**config.mk**
```make
export PLATFORM = sky130hd
export DESIGN_NAME = processing_element_ws_db_flat
export DESIGN_NICKNAME = d
export VERILOG_FILES = /design/src/rtl/processing_element_ws_db_pkg.sv /design/src/rtl/processing_element_ws_db_if.sv /design/src/rtl/processing_element_ws_db_mac_sat.sv /design/src/rtl/processing_element_ws_db.sv /design/src/flat_wrapper.sv
export SDC_FILE = /design/constraint.sdc
export NUM_CORES = 1
export LEC_CHECK = 0
export BUFFER_PORTS_ARGS = -buffer_cell sky130_fd_sc_hd__clkbuf_2
export CAP_MARGIN = 10
export CORE_ASPECT_RATIO = 2
export CORE_MARGIN = 10
export CORE_UTILIZATION = 48
export CTS_CLUSTER_SIZE = 8
export DETAILED_ROUTE_END_ITERATION = 10
export GPL_ROUTABILITY_DRIVEN = 1
export PLACE_DENSITY = 0.74
export SLEW_MARGIN = 15
export SYNTH_ARGS = -nofsm -noshare
export SYNTH_HDL_FRONTEND = slang
export SYNTH_SLANG_ARGS = --single-unit
```
**constraint.sdc**
```tcl
create_clock -name clk -period 13.16 [get_ports clk]
set_input_delay 1.974 -clock clk [delete_from_list [all_inputs] [get_ports clk]]
set_output_delay 1.974 -clock clk [all_outputs]
set_load 0.02 [all_outputs]
```
**src/rtl/processing_element_ws_db_pkg.sv**
```systemverilog
// Shared defaults and saturation-bound helpers for the weight-stationary PE.
package processing_element_ws_db_pkg;

    localparam int unsigned PE_DEFAULT_WORD_WIDTH = 8;
    localparam int unsigned PE_DEFAULT_ACC_WIDTH  = 4 * PE_DEFAULT_WORD_WIDTH;
    localparam int unsigned PE_BOUND_WIDTH        = 64;

    // Largest two's-complement value of a w-bit word (w <= 64).
    function automatic logic [PE_BOUND_WIDTH-1:0] pe_smax(input int unsigned w);
        return (64'd1 << (w - 1)) - 64'd1;
    endfunction

    // Smallest two's-complement value of a w-bit word, as its w-bit pattern.
    function automatic logic [PE_BOUND_WIDTH-1:0] pe_smin(input int unsigned w);
        return 64'd1 << (w - 1);
    endfunction

    // Largest unsigned value of a w-bit word.
    function automatic logic [PE_BOUND_WIDTH-1:0] pe_umax(input int unsigned w);
        return (w >= PE_BOUND_WIDTH) ? '1 : (64'd1 << w) - 64'd1;
    endfunction

endpackage

```
**src/rtl/processing_element_ws_db_if.sv**
```systemverilog
// Systolic neighbour bus of one PE: weight chain, swap ripple, activations, partial sums.
interface processing_element_ws_db_if #(
    parameter int unsigned WORD_WIDTH = 8,
    parameter int unsigned ACC_WIDTH  = 32
);
    logic                  en;
    logic                  w_load;
    logic [WORD_WIDTH-1:0] w_in;
    logic [WORD_WIDTH-1:0] w_out;
    logic                  w_swap_in;
    logic                  w_swap_out;
    logic [WORD_WIDTH-1:0] a_in;
    logic                  a_valid_in;
    logic [WORD_WIDTH-1:0] a_out;
    logic                  a_valid_out;
    logic [ACC_WIDTH-1:0]  d_in;
    logic [ACC_WIDTH-1:0]  d_out;
    logic                  d_valid_out;

    modport master (
        output en, w_load, w_in, w_swap_in, a_in, a_valid_in, d_in,
        input  w_out, w_swap_out, a_out, a_valid_out, d_out, d_valid_out
    );

    modport slave (
        input  en, w_load, w_in, w_swap_in, a_in, a_valid_in, d_in,
        output w_out, w_swap_out, a_out, a_valid_out, d_out, d_valid_out
    );
endinterface

```
**src/rtl/processing_element_ws_db_mac_sat.sv**
```systemverilog
// Combinational multiply-accumulate: sum = d + a*w, wrapping or saturating.
// ACC_WIDTH must be >= 2*WORD_WIDTH and <= 64.
module processing_element_ws_db_mac_sat
    import processing_element_ws_db_pkg::*;
#(
    parameter int unsigned WORD_WIDTH = PE_DEFAULT_WORD_WIDTH,
    parameter int unsigned ACC_WIDTH  = 4 * WORD_WIDTH,
    parameter bit          SIGNED     = 1'b0,
    parameter bit          SATURATE   = 1'b0
) (
    input  logic [WORD_WIDTH-1:0] a,
    input  logic [WORD_WIDTH-1:0] w,
    input  logic [ACC_WIDTH-1:0]  d,
    output logic [ACC_WIDTH-1:0]  sum
);
    localparam int unsigned PW = 2 * WORD_WIDTH;
    localparam int unsigned EW = ACC_WIDTH + 1;

    localparam logic [ACC_WIDTH-1:0] SMAX = ACC_WIDTH'(pe_smax(ACC_WIDTH));
    localparam logic [ACC_WIDTH-1:0] SMIN = ACC_WIDTH'(pe_smin(ACC_WIDTH));
    localparam logic [ACC_WIDTH-1:0] UMAX = ACC_WIDTH'(pe_umax(ACC_WIDTH));

    logic [PW-1:0] prod;
    logic [EW-1:0] p_ext;
    logic [EW-1:0] d_ext;
    logic [EW-1:0] s_ext;

    // Operand extension follows the arithmetic mode.
    if (SIGNED) begin : g_signed
        logic signed [PW-1:0] a_s;
        logic signed [PW-1:0] w_s;
        assign a_s   = PW'($signed(a));
        assign w_s   = PW'($signed(w));
        assign prod  = a_s * w_s;
        assign p_ext = EW'($signed(prod));
        assign d_ext = EW'($signed(d));
    end else begin : g_unsigned
        logic [PW-1:0] a_u;
        logic [PW-1:0] w_u;
        assign a_u   = PW'(a);
        assign w_u   = PW'(w);
        assign prod  = a_u * w_u;
        assign p_ext = EW'(prod);
        assign d_ext = EW'(d);
    end

    // One guard bit is enough: both addends already fit the ACC range.
    assign s_ext = p_ext + d_ext;

    // Clamp on overflow, otherwise keep the low ACC_WIDTH bits.
    always_comb begin
        sum = s_ext[ACC_WIDTH-1:0];
        if (SATURATE) begin
            if (SIGNED) begin
                if (s_ext[ACC_WIDTH] != s_ext[ACC_WIDTH-1]) begin
                    sum = s_ext[ACC_WIDTH] ? SMIN : SMAX;
                end
            end else if (s_ext[ACC_WIDTH]) begin
                sum = UMAX;
            end
        end
    end
endmodule

```
**src/rtl/processing_element_ws_db.sv**
```systemverilog
// Weight-stationary systolic PE with shadow/active weight double buffer.
module processing_element_ws_db
    import processing_element_ws_db_pkg::*;
#(
    parameter int unsigned WORD_WIDTH = PE_DEFAULT_WORD_WIDTH,
    parameter int unsigned ACC_WIDTH  = 4 * WORD_WIDTH,
    parameter bit          SIGNED     = 1'b0,
    parameter bit          SATURATE   = 1'b0
) (
    input  logic                         clk,
    input  logic                         reset,
    processing_element_ws_db_if.slave    bus
);
    logic [WORD_WIDTH-1:0] shadow_w_q, shadow_w_d;
    logic [WORD_WIDTH-1:0] active_w_q, active_w_d;
    logic                  swap_q,     swap_d;
    logic [WORD_WIDTH-1:0] a_q,        a_d;
    logic                  a_valid_q,  a_valid_d;
    logic [ACC_WIDTH-1:0]  d_q,        d_d;
    logic                  d_valid_q,  d_valid_d;
    logic [ACC_WIDTH-1:0]  mac_sum;

    processing_element_ws_db_mac_sat #(
        .WORD_WIDTH (WORD_WIDTH),
        .ACC_WIDTH  (ACC_WIDTH),
        .SIGNED     (SIGNED),
        .SATURATE   (SATURATE)
    ) u_mac (
        .a   (bus.a_in),
        .w   (active_w_q),
        .d   (bus.d_in),
        .sum (mac_sum)
    );

    // Next state: hold everything on stall; swap reads the pre-edge shadow value.
    always_comb begin
        shadow_w_d = shadow_w_q;
        active_w_d = active_w_q;
        swap_d     = swap_q;
        a_d        = a_q;
        a_valid_d  = a_valid_q;
        d_d        = d_q;
        d_valid_d  = d_valid_q;
        if (bus.en) begin
            if (bus.w_load)    shadow_w_d = bus.w_in;
            if (bus.w_swap_in) active_w_d = shadow_w_q;
            swap_d    = bus.w_swap_in;
            a_d       = bus.a_in;
            a_valid_d = bus.a_valid_in;
            d_valid_d = bus.a_valid_in;
            d_d       = bus.a_valid_in ? mac_sum : bus.d_in;
        end
    end

    // Register bank with asynchronous clear.
    always_ff @(posedge clk or posedge reset) begin
        if (reset) begin
            shadow_w_q <= '0;
            active_w_q <= '0;
            swap_q     <= 1'b0;
            a_q        <= '0;
            a_valid_q  <= 1'b0;
            d_q        <= '0;
            d_valid_q  <= 1'b0;
        end else begin
            shadow_w_q <= shadow_w_d;
            active_w_q <= active_w_d;
            swap_q     <= swap_d;
            a_q        <= a_d;
            a_valid_q  <= a_valid_d;
            d_q        <= d_d;
            d_valid_q  <= d_valid_d;
        end
    end

    assign bus.w_out       = shadow_w_q;
    assign bus.w_swap_out  = swap_q;
    assign bus.a_out       = a_q;
    assign bus.a_valid_out = a_valid_q;
    assign bus.d_out       = d_q;
    assign bus.d_valid_out = d_valid_q;
endmodule
```
**src/flat_wrapper.sv**
```systemverilog
// flat-port wrapper written by rule: the top's interface ports become plain ports
module processing_element_ws_db_flat import processing_element_ws_db_pkg::*;
#(
    parameter int unsigned WORD_WIDTH = PE_DEFAULT_WORD_WIDTH,
    parameter int unsigned ACC_WIDTH  = 4 * WORD_WIDTH,
    parameter bit          SIGNED     = 1'b0,
    parameter bit          SATURATE   = 1'b0
)
  (clk, reset, bus_en, bus_w_load, bus_w_in, bus_w_swap_in, bus_a_in, bus_a_valid_in, bus_d_in, bus_w_out, bus_w_swap_out, bus_a_out, bus_a_valid_out, bus_d_out, bus_d_valid_out);
  processing_element_ws_db_if #(.WORD_WIDTH(WORD_WIDTH), .ACC_WIDTH(ACC_WIDTH)) bus_i ();
  input  logic clk;
  input  logic reset;
  input wire logic [$bits(bus_i.en)-1:0] bus_en;
  input wire logic [$bits(bus_i.w_load)-1:0] bus_w_load;
  input wire logic [$bits(bus_i.w_in)-1:0] bus_w_in;
  input wire logic [$bits(bus_i.w_swap_in)-1:0] bus_w_swap_in;
  input wire logic [$bits(bus_i.a_in)-1:0] bus_a_in;
  input wire logic [$bits(bus_i.a_valid_in)-1:0] bus_a_valid_in;
  input wire logic [$bits(bus_i.d_in)-1:0] bus_d_in;
  output wire logic [$bits(bus_i.w_out)-1:0] bus_w_out;
  output wire logic [$bits(bus_i.w_swap_out)-1:0] bus_w_swap_out;
  output wire logic [$bits(bus_i.a_out)-1:0] bus_a_out;
  output wire logic [$bits(bus_i.a_valid_out)-1:0] bus_a_valid_out;
  output wire logic [$bits(bus_i.d_out)-1:0] bus_d_out;
  output wire logic [$bits(bus_i.d_valid_out)-1:0] bus_d_valid_out;
  assign bus_i.en = bus_en;
  assign bus_i.w_load = bus_w_load;
  assign bus_i.w_in = bus_w_in;
  assign bus_i.w_swap_in = bus_w_swap_in;
  assign bus_i.a_in = bus_a_in;
  assign bus_i.a_valid_in = bus_a_valid_in;
  assign bus_i.d_in = bus_d_in;
  assign bus_w_out = bus_i.w_out;
  assign bus_w_swap_out = bus_i.w_swap_out;
  assign bus_a_out = bus_i.a_out;
  assign bus_a_valid_out = bus_i.a_valid_out;
  assign bus_d_out = bus_i.d_out;
  assign bus_d_valid_out = bus_i.d_valid_out;
  processing_element_ws_db #(.WORD_WIDTH(WORD_WIDTH), .ACC_WIDTH(ACC_WIDTH), .SIGNED(SIGNED), .SATURATE(SATURATE)) u_core (.clk(clk), .reset(reset), .bus(bus_i));
endmodule
```
==> out/metrics.cfg <==
[global_route]
top_usage_layer=met2
grt_pass1_vias=4837
grt_pass1_wl_um=23500
grt_max_degree=75
grt_use_met1_pct=18.0
grt_util_met2_pct=35.2
overflow=0
antenna_found_initial=0
use_met3_pct=4.10
grt_use_total_pct=18.5

[route]
detail_route.iter0.violations=208
vias_per_cell=5.30
vias=4391
drtAntennaViolNets=0
drc=0
dr.pass1.iters=4
avgRoutedWirePerCell_um=17.2
wl_um=14200

[clock_network]
cts.clk_slew.worst_paths_ns=0.05
cts.sinks=58
cts_root_buf=clkbuf_16
tritoncts=built
cts_buffer_depth=2
htreeDepth=3
insertion_delay_ns=0.33
cts_hold_buf=0
post_cts_buffers=0
cts_buffers=9
ctsResizeCount=0

[synth]
netlist_area_mm2=0.00539
avgSynthCellArea_um2=9.24
synth_cell_types=51
ys_seq_elements=58
ys_seq_area_share_pct=26.9
synth-warning-count=0
syn_inst=584
syn_nets=729

[sta]
holdWs_ns=0.511
drv_slew=0
fin_crit_sh_pct=46.3
tns_ns=0
setup_viol_count_final=0
slew_headroom_pct=49.3
hold_viol_final=0
fmaxAchievable_mhz=164
worst_pin_slew_ns=0.760
rsz0062_at_grt=no
finalCriticalPeriod_ns=6.10
clock_skew_ns=0.00438

[worst_setup_path]
cp.required_ns=13.32
startpoint_type=primary input
crit_type=in2reg
crit_path_end_kind=flop
arrival_ns=6.26
path_max_fanout=9

[die]
fp.dieH_um=170
placementRows=54
die_w_um=95.0
start_util_pct=49.3
core_area_mm2=0.0109
ioPinCount=105
die-area_mm2=0.0161

[cells_and_area]
nNetsFinal=828
multi_input_area_mm2=0.00346
fin_util_pct=58.2
antennaDiodeCount=0
register_area_mm2=0.00145
areaGrowthSynthToFinish_pct=18.1
drive_gt1_share_pct=22.4
final.fill_count=997

[placement]
hpwl_um=11900
routabilityCongestion=0.880
port_buffers=104

[pwr]
leakage_nw=3.27
peakVddDrop_mv=0.197
p_per_area_mw_per_mm2=282

[min_path]
hold_class=reg2reg

[status]
status=finished clean

[run]
maxCapViolations=0

==> routing by layer <==
| metal | vias to the layer above | routed length, µm |
|---|---|---|
| met5 | - | 0 |
| met3 | 37 | 713 |
| li1 | 2075 | - |
| met2 | 130 | 8280 |
| met4 | 0 | 510 |
| met1 | 2149 | 4700 |
==> kinds of logic after synthesis <==
group | count (synthesis) | share of synthesized area (%)
muxes | 36 | 7.26
xor gates and xnor gates | 18 | 2.92
buffers and inverters | 124 | 9.02
adders and majority gates | 91 | 28.1
and+or+nand+nor | 163 | 15.0
DFF | 58 | 26.9
AOI/OAI and AO/OA | 94 | 10.8
==> Yosys cell counts, drive strengths merged <==
cell         count  share of area (%)
a211oi           2               0.28
a21boi           2               0.35
a21o             4               0.56
a21oi           43                4.1
a221oi           1               0.16
a311o            1               0.19
a311oi           2               0.32
a31oi            7               0.81
and2            38                4.4
and2b            1               0.14
and3             5               0.58
and4             2               0.32
buf              8               0.84
clkbuf           9               0.65
dfrtp           58                 27
dlygate4sd1      1               0.16
fa              50                 19
ha              41                9.5
inv            106                7.4
mux2            25                5.2
mux2i           11                2.0
nand2           52                3.8
nand2b           1               0.12
nand3            6               0.56
nand3b           1               0.14
nand4            3               0.35
nand4b           1               0.16
nor2            35                2.4
nor2b           10                1.2
nor3             5               0.46
nor3b            2               0.28
o2111ai          2               0.32
o211a            1               0.19
o21a             5               0.84
o21ai           16                1.5
o21bai           1               0.14
o22ai            4               0.46
o31ai            3               0.67
or2              1               0.12
xnor2           15                2.4
xor2             3               0.49
==> stage by stage <==
| step | power, mW | worst slack, ns | cells | cell area, µm² |
|---|---|---|---|---|
| floorplan | 1.24 | 7.09 | 584 | 5390 |
| CTS | 1.83 | 7.05 | 828 | 6370 |
| global route | 2.00 | 6.80 | 828 | 6370 |
| finish | 1.80 | 7.06 | 828 | 6370 |
| detailed placement | 1.54 | 6.72 | 812 | 6020 |
| global placement | 1.51 | 6.73 | 812 | 6020 |
==> critical path, cell delays in order <==
cell	delay (ns)
clkbuf_2	0.18
and2_1	0.20
fa_1	0.50
fa_1	0.54
inv_1	0.05
fa_1	0.50
fa_1	0.55
inv_1	0.04
ha_1	0.38
and3_1	0.22
nand2_1	0.11
o31ai_4	0.42
nand3_1	0.26
a21boi_0	0.25
a311oi_1	0.07
==> power breakdown <==
part | internal (mW) | leakage (nW) | switching, mW
Clock | 0.190 | 0.165 | 0.0822
Combinational | 0.517 | 2.43 | 0.741
Sequential | 0.228 | 0.677 | 0.0411
Total | 0.935 | 3.27 | 0.864
==> worst paths after layout <==
kind / slack (ns) / endpoint / start / depth (start not counted)
worst max-delay path: 7.06 / u_core.bus.d_out[28] / bus_a_in[4] / 15
worst min-delay path: 0.51 / u_core.bus.a_out[2] / u_core.bus.a_out[2] / 1
worst max register to register: 8.38 / u_core.bus.d_out[28] / u_core.active_w_q[1] / 15
worst min register to register: 0.51 / u_core.bus.a_out[2] / u_core.bus.a_out[2] / 1
max in group asynchronous: 10.81 / u_core.bus.d_out[3] / reset / 3
min in group asynchronous: 1.84 / u_core.bus.w_out[3] / reset / 3
==> registers in the layout, indices dropped and copies added (netlist names) <==
signal / count
u_core.bus.d_out: 32
u_core.bus.d_valid_out: 1
u_core.bus.w_out: 8
u_core.bus.a_out: 8
u_core.active_w_q: 8
u_core.bus.w_swap_out: 1
==> layout make-up <==
cell class	instances	share of cell area [%]
Clock buffer	10	3.75
Tap cell	140	2.75
Timing Repair Buffer	106	8.41
Inverter	106	6.25
Clock inverter	6	1.79
Multi-Input combinational cell	402	54.3
Sequential cell	58	22.8
==> cell usage in the layout (no fill, tap or decap), types with 2 or more instances in the layout <==
master,netlist,layout
inv_1,106,105
clkbuf_2,1,104
dfrtp_1,58,58
nand2_1,51,51
fa_1,50,50
a21oi_1,42,42
ha_1,41,41
and2_1,38,38
nor2_1,35,35
mux2_2,25,25
xnor2_1,15,15
o21ai_0,15,15
mux2i_1,11,11
nor2b_1,10,10
clkbuf_16,0,9
a31oi_1,7,7
nand3_1,6,6
nor3_1,5,5
and3_1,5,5
a21o_1,4,4
o21a_1,4,4
o22ai_1,4,4
xor2_1,3,3
nand4_1,3,3
bufinv_16,0,3
o2111ai_1,2,2
o31ai_1,2,2
nor3b_1,2,2
and4_1,2,2
a211oi_1,2,2
a311oi_1,2,2
clkinvlp_4,0,2
buf_4,1,2
(Power assumes the default switching activity.)
